### src/rtl/jpeg_pkg.sv
// rtl/jpeg_pkg.sv - shared row geometry, FSM encoding and sample select helper
package jpeg_pkg;

  localparam int SAMP_W     = 9;
  localparam int SAMP_PER_W = 16;
  localparam int ROW_W      = SAMP_W * SAMP_PER_W;
  localparam int IDX_W      = $clog2(SAMP_PER_W);

  typedef enum logic [1:0] {
    ST_IDLE = 2'd0,
    ST_RUN  = 2'd1,
    ST_FIN  = 2'd2
  } state_t;

  function automatic logic [SAMP_W-1:0] sample_sel(input logic [ROW_W-1:0] row,
                                                   input logic [IDX_W-1:0] k);
    return row[SAMP_W*k +: SAMP_W];
  endfunction

endpackage

### src/rtl/jpeg_word_buf.sv
// rtl/jpeg_word_buf.sv - two-slot row buffer (CUR/NXT) with sample counter and output mux
module jpeg_word_buf
  import jpeg_pkg::*;
(
  input  logic              i_clk,
  input  logic              i_rst_n,
  input  logic              i_wr_en,
  input  logic [ROW_W-1:0]  i_wr_data,
  input  logic              i_ready,
  output logic              o_valid,
  output logic [SAMP_W-1:0] o_data,
  output logic [IDX_W-1:0]  o_index,
  output logic              o_nxt_full,
  output logic              o_drain
);

  logic [ROW_W-1:0] r_cur;
  logic [ROW_W-1:0] r_nxt;
  logic             r_cur_full;
  logic             r_nxt_full;
  logic [IDX_W-1:0] r_k;

  logic w_hs;
  logic w_drain;

  assign w_hs    = r_cur_full & i_ready;
  assign w_drain = w_hs & (r_k == IDX_W'(SAMP_PER_W - 1));

  assign o_valid    = r_cur_full;
  assign o_data     = sample_sel(r_cur, r_k);
  assign o_index    = r_k;
  assign o_nxt_full = r_nxt_full;
  assign o_drain    = w_drain;

  always_ff @(posedge i_clk or negedge i_rst_n) begin
    if (!i_rst_n) begin
      r_cur      <= '0;
      r_nxt      <= '0;
      r_cur_full <= 1'b0;
      r_nxt_full <= 1'b0;
      r_k        <= '0;
    end else begin
      if (w_hs) begin
        r_k <= r_k + IDX_W'(1);
      end
      // On the last sample CUR is refilled in the same cycle so the stream has no bubble.
      if (w_drain) begin
        if (r_nxt_full) begin
          r_cur      <= r_nxt;
          r_nxt_full <= i_wr_en;
          if (i_wr_en) begin
            r_nxt <= i_wr_data;
          end
        end else begin
          r_cur_full <= i_wr_en;
          if (i_wr_en) begin
            r_cur <= i_wr_data;
          end
        end
      end else if (i_wr_en) begin
        if (!r_cur_full) begin
          r_cur      <= i_wr_data;
          r_cur_full <= 1'b1;
        end else begin
          r_nxt      <= i_wr_data;
          r_nxt_full <= 1'b1;
        end
      end
    end
  end

endmodule

### src/rtl/jpeg_row_unpacker.sv
// rtl/jpeg_row_unpacker.sv - streams packed 16x9-bit line RAM rows out one sample per clock
module jpeg_row_unpacker
  import jpeg_pkg::*;
#(
  parameter int ADDR_W = 10
) (
  input  logic              i_clk,
  input  logic              i_rst_n,
  input  logic              i_start,
  input  logic [ADDR_W-1:0] i_base_addr,
  input  logic [ADDR_W-1:0] i_num_words,
  output logic              o_busy,
  output logic              o_done,
  output logic [ADDR_W-1:0] o_ram_addr,
  output logic              o_ram_re,
  input  logic [ROW_W-1:0]  i_ram_dout,
  output logic              o_m_valid,
  input  logic              i_m_ready,
  output logic [SAMP_W-1:0] o_m_data,
  output logic [IDX_W-1:0]  o_m_index,
  output logic              o_m_last
);

  state_t            r_state;
  logic              r_busy;
  logic              r_done;
  logic              r_ram_re;
  logic [ADDR_W-1:0] r_ram_addr;
  logic [ADDR_W-1:0] r_rd_ptr;
  logic [ADDR_W-1:0] r_req_left;
  logic [ADDR_W-1:0] r_words_left;
  logic              r_re_d;

  logic              w_valid;
  logic [IDX_W-1:0]  w_index;
  logic              w_nxt_full;
  logic              w_drain;
  logic              w_issue;
  logic              w_last;

  jpeg_word_buf u_buf (
    .i_clk      (i_clk),
    .i_rst_n    (i_rst_n),
    .i_wr_en    (r_re_d),
    .i_wr_data  (i_ram_dout),
    .i_ready    (i_m_ready),
    .o_valid    (w_valid),
    .o_data     (o_m_data),
    .o_index    (w_index),
    .o_nxt_full (w_nxt_full),
    .o_drain    (w_drain)
  );

  // At most one word in flight and only into an empty NXT: never more than two words ahead.
  assign w_issue = (r_state == ST_RUN) && (r_req_left != '0) && !w_nxt_full
                   && !r_ram_re && !r_re_d;
  assign w_last  = (r_words_left == ADDR_W'(1)) && (w_index == IDX_W'(SAMP_PER_W - 1))
                   && w_valid;

  assign o_busy     = r_busy;
  assign o_done     = r_done;
  assign o_ram_re   = r_ram_re;
  assign o_ram_addr = r_ram_addr;
  assign o_m_valid  = w_valid;
  assign o_m_index  = w_index;
  assign o_m_last   = w_last;

  always_ff @(posedge i_clk or negedge i_rst_n) begin
    if (!i_rst_n) begin
      r_state      <= ST_IDLE;
      r_busy       <= 1'b0;
      r_done       <= 1'b0;
      r_ram_re     <= 1'b0;
      r_ram_addr   <= '0;
      r_rd_ptr     <= '0;
      r_req_left   <= '0;
      r_words_left <= '0;
      r_re_d       <= 1'b0;
    end else begin
      r_re_d   <= r_ram_re;
      r_ram_re <= 1'b0;
      r_done   <= 1'b0;
      case (r_state)
        ST_IDLE: begin
          if (i_start) begin
            r_busy <= 1'b1;
            if (i_num_words == '0) begin
              r_state <= ST_FIN;
              r_done  <= 1'b1;
            end else begin
              // First read goes out on the start edge itself.
              r_state      <= ST_RUN;
              r_ram_re     <= 1'b1;
              r_ram_addr   <= i_base_addr;
              r_rd_ptr     <= i_base_addr + ADDR_W'(1);
              r_req_left   <= i_num_words - ADDR_W'(1);
              r_words_left <= i_num_words;
            end
          end
        end
        ST_RUN: begin
          if (w_issue) begin
            r_ram_re   <= 1'b1;
            r_ram_addr <= r_rd_ptr;
            r_rd_ptr   <= r_rd_ptr + ADDR_W'(1);
            r_req_left <= r_req_left - ADDR_W'(1);
          end
          if (w_drain) begin
            r_words_left <= r_words_left - ADDR_W'(1);
          end
          if (w_last && i_m_ready) begin
            r_state <= ST_FIN;
            r_done  <= 1'b1;
          end
        end
        ST_FIN: begin
          r_state <= ST_IDLE;
          r_busy  <= 1'b0;
        end
        default: begin
          r_state <= ST_IDLE;
          r_busy  <= 1'b0;
        end
      endcase
    end
  end

endmodule
### config.mk
export PLATFORM = sky130hd
export DESIGN_NAME = jpeg_row_unpacker
export DESIGN_NICKNAME = d
export VERILOG_FILES = /design/src/rtl/jpeg_pkg.sv /design/src/rtl/jpeg_word_buf.sv /design/src/rtl/jpeg_row_unpacker.sv
export SDC_FILE = /design/constraint.sdc
export NUM_CORES = 1
export LEC_CHECK = 0
export ABC_AREA = 0
export ABC_CLOCK_PERIOD_IN_PS = 2900
export BUFFER_PORTS_ARGS = -buffer_cell sky130_fd_sc_hd__buf_4
export CAP_MARGIN = 20
export CORE_AREA = 2 2 169 171
export CTS_CLUSTER_SIZE = 20
export DETAILED_ROUTE_END_ITERATION = 8
export DIE_AREA = 0 0 171 173
export PLACE_DENSITY = 0.85
export REMOVE_ABC_BUFFERS = 1
export SYNTH_ARGS = -nofsm -noshare
export SYNTH_HDL_FRONTEND = slang
export SYNTH_HIERARCHICAL = 1
export SYNTH_SLANG_ARGS = --single-unit
### constraint.sdc
create_clock -name i_clk -period 2.9 [get_ports i_clk]
set_input_delay 0.58 -clock i_clk [delete_from_list [all_inputs] [get_ports i_clk]]
set_output_delay 0.58 -clock i_clk [all_outputs]
set_load 0.01 [all_outputs]
# Word-level counts from Yosys, hierarchy flattened
# Cells that the tools add are included.
dict set report totals {
  ff_bits 340
  latchBits 0
  ramBits 0
  mem_bits_ro 0
  input_bits 168
  output_inout_bits 28
  word_cells 108
  n_memories 0
}
dict set report classes {
  addsub 6
  n_mul 1
  div 0
  n_lt_le_gt_ge 0
  eq_ne 12
  n_shift 1
  muxes 46
  bitwise_logic 3
  n_reduce_logical 25
}
# cell n
set op_table {}
lappend op_table {{144-bit 2-to-1 mux} 9}
lappend op_table {{144-bit by 9-bit variable part select with 9-bit output} 1}
lappend op_table {{10-bit 2-to-1 mux} 12}
lappend op_table {{10-bit case mux with 2 select lines} 4}
lappend op_table {{10-bit by 1-bit subtractor with 10-bit output, second input constant} 3}
lappend op_table {{10-bit by 1-bit adder with 10-bit output, second input constant} 2}
lappend op_table {{1-bit 2-to-1 mux} 14}
lappend op_table {{2-bit inequality test, second input constant} 6}
lappend op_table {{4-bit AND reduction} 3}
lappend op_table {{10-bit by 1-bit equality test with 1-bit output, second input constant} 1}
lappend op_table {{10-bit zero test} 1}
lappend op_table {{10-bit nonzero test} 1}
lappend op_table {{4-bit by 4-bit multiplier with 8-bit output, first input constant} 1}
lappend op_table {{2-bit AND reduction} 4}
lappend op_table {{2-bit nonzero test} 4}
lappend op_table {{1-bit logical AND} 7}
lappend op_table {{2-bit 2-to-1 mux} 3}
lappend op_table {{2-bit by 1-bit inequality test with 1-bit output, second input constant} 3}
lappend op_table {{1-bit case mux with 2 select lines} 3}
lappend op_table {{4-bit by 1-bit adder with 4-bit output, second input constant} 1}
lappend op_table {{4-bit equality test, second input constant} 1}
lappend op_table {{2-bit case mux with 2 select lines} 1}
lappend op_table {{1-bit zero test} 3}
lappend op_table {{3-bit AND reduction} 1}
lappend op_table {{4 further kinds} 5}

# Depth between registers and ports, before layout
dict set report depth {
  depth_word 7
  ltp_mapped 11
  mapped_depth_nobuf 9
}

# Hierarchy
# Netlist, hierarchy kept.
# mod n_inst cells_each area_per_inst_um2 seq_area_each_um2
set by_module_without_submodules {}
lappend by_module_without_submodules {jpeg_word_buf 1 1051 13319.0 7357.1}
lappend by_module_without_submodules {jpeg_row_unpacker 1 330 2906.5 1151.1}

# Worst setup path before layout
# No wires, ideal clock.
dict set report synth_path {
  path_kind {register -> register}
  from {reg r_state[1]}
  to {reg r_req_left[6]}
  setup_ns 0.129
  t_arrival_ns 2.308
  required_ns 2.771
  path_slack_ns 0.463
  path_stages_with_launch 11
  n_path_buf 2
  synth_period_minus_slack_ns 2.437
  cell_sequence {dfrtp_1 -> nor2b_1 -> buf_2 -> clkbuf_1 -> mux2i_1 -> ha_1 -> inv_1 -> a211oi_1 -> nand3_1 -> a2111oi_2 -> nor2_1}
}
dict set report synth_between {
  elab_chain_cells 7
  elab_cells_between_ends 12
  cone_classes {eq/ne: 4; mux: 1; reduce/logical: 7}
}
# item line
set synth_rtl {}
lappend synth_rtl {{from (decl)} jpeg_row_unpacker.sv:24} ;# state_t r_state;
lappend synth_rtl {{from (signal assigned)} jpeg_row_unpacker.sv:70} ;# r_state <= ST_IDLE;
lappend synth_rtl {{from (signal assigned)} jpeg_row_unpacker.sv:88} ;# r_state <= ST_FIN;
lappend synth_rtl {{from (signal assigned)} jpeg_row_unpacker.sv:92} ;# r_state <= ST_RUN;
lappend synth_rtl {{2-bit by 1-bit equality test with 1-bit output} {jpeg_row_unpacker.sv:55, jpeg_row_unpacker.sv:83}}
lappend synth_rtl {{1-bit logical AND (2 in a row)} jpeg_row_unpacker.sv:55} ;# assign w_issue = (r_state == ST_RUN) && (r_req_left != '0) && !w_nxt_full
lappend synth_rtl {{1-bit logical AND (2 in a row)} jpeg_row_unpacker.sv:56} ;# && !r_ram_re && !r_re_d;
lappend synth_rtl {{2-bit inequality test (no line)} --}
lappend synth_rtl {{4-bit AND reduction (no line)} --}
lappend synth_rtl {{to (signal assigned)} jpeg_row_unpacker.sv:96} ;# r_req_left <= i_num_words - ADDR_W'(1);
lappend synth_rtl {{to (signal assigned)} jpeg_row_unpacker.sv:106} ;# r_req_left <= r_req_left - ADDR_W'(1);
lappend synth_rtl {{to (decl)} jpeg_row_unpacker.sv:30} ;# logic [ADDR_W-1:0] r_req_left;
# Several ways; a longest one is shown, not always the timed one.
# A chain may end at the register's enable or synchronous reset.

# Worst setup path after layout
dict set report layout_path {
  from {reg u_buf.r_k[0] (netlist: u_buf/o_index[0])}
  to {out o_m_data[8]}
}
dict set report layout_between {
  elab_chain_cells 2
}
# item line
set layout_rtl {}
lappend layout_rtl {{from (decl)} jpeg_word_buf.sv:21} ;# logic [IDX_W-1:0] r_k;
lappend layout_rtl {{from (signal assigned)} jpeg_word_buf.sv:44} ;# r_k <= r_k + IDX_W'(1);
lappend layout_rtl {{4-bit by 4-bit multiplier with 8-bit output} jpeg_pkg.sv:17} ;# return row[SAMP_W*k +: SAMP_W];
lappend layout_rtl {{144-bit by 9-bit variable part select with 9-bit output} jpeg_pkg.sv:17}
lappend layout_rtl {{to (decl)} jpeg_row_unpacker.sv:19} ;# output logic [SAMP_W-1:0] o_m_data,
# No other way between the ends.

==> flow_summary_export.csv <==
group,metric,value,unit
status,status,"complete, no violations",
detailed_routing,ant_nets,0,
place,portBuffers,195,
timing,maxSlewViolCount,0,
global_route,first_global_vias,12200,
cells_and_area,finalNonFillerCells,1971,
detailed_routing,vias,11900,
timing,clock.fmax,348,MHz
flow_run,cap_violations,0,
setup_path,r2r_slack,0.23,ns
setup_path,critPathKind,"flop to primary output",
global_route,antenna_found_initial,3,
synthesis,avgSynthCellArea,11.7,µm²
synthesis,synth_edf_count,0,
power,pwr-share-comb,37.8,%
cells_and_area,nFillCells,1926,
clock_network,clk_path_buf_depth,3,
floorplan,fp-row-count,61,
synthesis,ys_ff_latch,340,
setup_path,crit_path_top_delay_cell,"mux4_2",
clock_network,clk_pin_slew_worst_paths,0.06,ns
detailed_routing,routed.top_layer,"met5",
setup_path,crit_chain,"clkbuf_16 -> mux4_2 -> mux2i_1 -> o21ai_1 -> buf_4",
cells_and_area,design_area,19500,µm²
timing,worst_slew_pin_slew,0.694,ns
power,internal_power,14.1,mW
floorplan,num_io_pins,196,
timing,hold_ws,0.00932,ns
detailed_routing,wl_met2,20.1,mm
timing,setup_viol,0,
power,switching_share,34.1,%
synthesis,yosysSeqAreaShare,52.4,%
power,power_density,1100,nW/µm²
detailed_routing,drt-total-wl,40.5,mm
cells_and_area,syn_to_final_growth,20.0,%
timing,layout_setup_ws,0.0267,ns
timing,slew-limit-headroom,53.7,%
setup_path,path_buf_inv,2,
setup_path,cp.required,2.32,ns
setup_path,cp_max_fo,11,
global_route,grt-ovfl-total,0,
floorplan,initial_core_util,58.7,%
place,place_ws,0.220,ns
min_path,hold_class,"input port to async pin",
place,dp_hpwl,25.9,mm
place,placed_cells,1897,
timing,min_period,2.87,ns
floorplan,coreArea,27600,µm²
synthesis,netlist_area,16200,µm²
setup_path,crit_arrival,2.29,ns
synthesis,synthCells,1381,
synthesis,synth_flop_cell,"dfrtp_1",
detailed_routing,met3_wirelength,2.90,mm
place,gp_congestion,0.887,
power,leakage,8.29,nW
synthesis,async_flop_share,100,%
synthesis,netlist-cell-type-count,69,
power,ir_worst_vdd,0.705,mV
global_route,grt_pass1_wl,64.2,mm
setup_path,crit_path_end_kind,"primary output",
clock_network,cts_tree,"done",
setup_path,cp_top_family,"multiplexers",
clock_network,clock_latency,0.53,ns
cells_and_area,fin_nets,1738,
timing,rsz0062_at_grt,"true",
clock_network,clockRootBuffer,"clkbuf_16",
clock_network,clock_sinks,340,
clock_network,h-tree-depth,2,
global_route,grt_use_total,27.2,%
timing,tns,0,ns
detailed_routing,dr.pass1.iters,5,
clock_network,cts_buffers,37,
cells_and_area,drive_gt1_share,30.2,%
global_route,grt_max_degree,169,
detailed_routing,drc,0,
power,seq_power_share,40.7,%
power,clockPowerShare,21.4,%
floorplan,die_x,171,µm
floorplan,die_h,173,µm
place,placed_area,18100,µm²
timing,clock_skew,0.0166,ns
detailed_routing,drt-met1-wl,16.2,mm
timing,hold_viol_final,0,
detailed_routing,wl_per_cell,20.6,µm
detailed_routing,drt_iter0_drc,1001,
detailed_routing,routed_via_density,6.02,
clock_network,hold_buffers,0,
setup_path,cpPeakStageDelay,0.54,ns
synthesis,yosys_warnings,6,
timing,period_share,99.1,%
floorplan,dieArea,29600,µm²
setup_path,startpoint_type,"flop",
power,switching_power,7.29,mW
==> cell type report <==
class                   count  area (µm²)  area share (%)
multi-input cells         939        7250            37.2
repair buffers            238        2020            10.4
inverters                   9        33.8           0.174
clock buffers              49        1010            5.19
diodes                      2        5.00          0.0257
flip-flops and latches    340        8510            43.7
clock inverters            16         160           0.823
well taps                 378         473            2.43
==> metal layers <==
metal	global-route usage [%]	vias up
met2	44.4	399
met1	35.2	5988
met3	7.03	94
met4	9.92	4
met5	0	-
li1	-	5377
==> worst reg2reg max path, cell delays in order (launching register included) <==
cell,delay (ns)
dfrtp_2,0.51
clkbuf_16,0.26
buf_4,0.16
ha_1,0.20
nand4_2,0.22
a21boi_4,0.34
buf_12,0.36
mux2i_1,0.36
a21oi_1,0.11
==> synth_stat cells, drive strengths merged (2+ instances only) <==
cell type  count  share of area (%)
and2           3               0.12
a21oi        183                5.7
nor2         187                4.3
o22a           4               0.22
nand2b         7               0.29
o41ai          3               0.16
a22oi          9               0.42
mux2i        186                 12
buf           64                2.5
ha             5               0.39
a2111oi        3               0.24
o32ai          5               0.27
clkbuf        29               0.68
o21a           3               0.14
nand3b         4               0.19
inv            9               0.21
a31oi          7               0.36
a22o           2               0.11
a211oi         5               0.31
a32oi          9               0.49
nand3         16               0.49
o21ai         27               0.83
a41oi          2               0.11
nand4          5               0.23
dfrtp        340                 52
xnor2          4               0.22
o211ai         2               0.12
mux2         149                 10
nand2         47                1.1
and4           2               0.11
mux4          27                3.7
nor3           5               0.15
o22ai          3               0.12
o31ai          2               0.12
nor2b          3               0.12
nor4           7               0.35
==> cells by family (layout without fill, tap and decap cells) <==
| group | Yosys count | after routing | share of synthesized area, % |
|---|---|---|---|
| adder cells (fa/ha/maj) | 5 | 5 | 0.386 |
| AND/OR/NAND/NOR | 291 | 291 | 7.77 |
| buffers and inverters | 102 | 312 | 3.35 |
| AO/OA/AOI/OAI | 276 | 276 | 10.1 |
| flip-flops | 340 | 340 | 52.4 |
| multiplexers | 362 | 362 | 25.7 |
| other | 0 | 2 | 0 |
| XOR/XNOR | 5 | 5 | 0.270 |
==> sequential cells by signal, indices dropped and copies added (netlist names) <==
register	flops
u_buf/r_cur	144
u_buf/r_nxt	144
o_ram_addr	10
r_rd_ptr	10
r_req_left	10
r_words_left	10
u_buf/o_index	4
r_state	2
o_busy	1
o_done	1
o_ram_re	1
r_re_d	1
u_buf/o_nxt_full	1
u_buf/o_valid	1
==> final timing paths <==
path | depth (start not counted) | to | from
setup / recovery | 5 | o_m_data[8] | u_buf/o_index[0]
min in group i_clk | 2 | u_buf/r_nxt[135] | i_ram_dout[135]
setup reg to reg | 8 | u_buf/r_cur[54] | u_buf/o_index[0]
hold / removal | 1 | u_buf/r_cur[71] | i_rst_n
max in group asynchronous | 2 | r_rd_ptr[5] | i_rst_n
hold reg to reg | 2 | o_ram_addr[5] | o_ram_addr[5]
==> repair_timing <==
| action | CTS | global route |
|---|---|---|
| buffers inserted | 0 | 5 |
| gates cloned | 0 | 2 |
| pin swaps | 1 | 1 |
| gates resized for setup | 11 | 8 |
| setup endpoints to repair | 9 | 8 |
==> layout by cell type, fill, tap and decap left out, types with 5 or more instances in the layout <==
| master | count |
|---|---|
| inv_1 | 8 |
| mux4_2 | 27 |
| o32ai_1 | 5 |
| nor4_1 | 5 |
| ha_1 | 5 |
| clkbuf_1 | 8 |
| mux2i_1 | 184 |
| a31oi_1 | 6 |
| a22oi_1 | 5 |
| nor2_1 | 187 |
| buf_12 | 15 |
| nand2b_1 | 6 |
| a32oi_1 | 8 |
| a21oi_1 | 182 |
| clkbuf_16 | 39 |
| nand2_1 | 46 |
| o21ai_1 | 10 |
| o21ai_0 | 16 |
| clkinv_2 | 10 |
| mux2_2 | 126 |
| dfrtp_1 | 338 |
| nor3_1 | 5 |
| mux2_1 | 22 |
| buf_4 | 218 |
| nand3_1 | 15 |
==> through the flow <==
stage / total power [mW] / utilization (%)
2_1_floorplan: 14.1 / -
3_3_place_gp: 15.9 / 65.6
3_5_place_dp: 16.4 / 65.7
4_1_cts: 21.1 / 70.0
5_1_grt: 22.5 / 70.4
6_report: 21.4 / 70.5
==> power by group through the flow <==
stage          Combinational (mW)  Clock [mW]  Sequential [mW]
2_1_floorplan                5.57           0             8.49
3_3_place_gp                 7.38           0             8.48
3_5_place_dp                 7.70           0             8.66
4_1_cts                      7.84        4.65             8.62
5_1_grt                      8.75        4.85             8.95
6_report                     8.08        4.58             8.70
(Power assumes the default switching activity.)
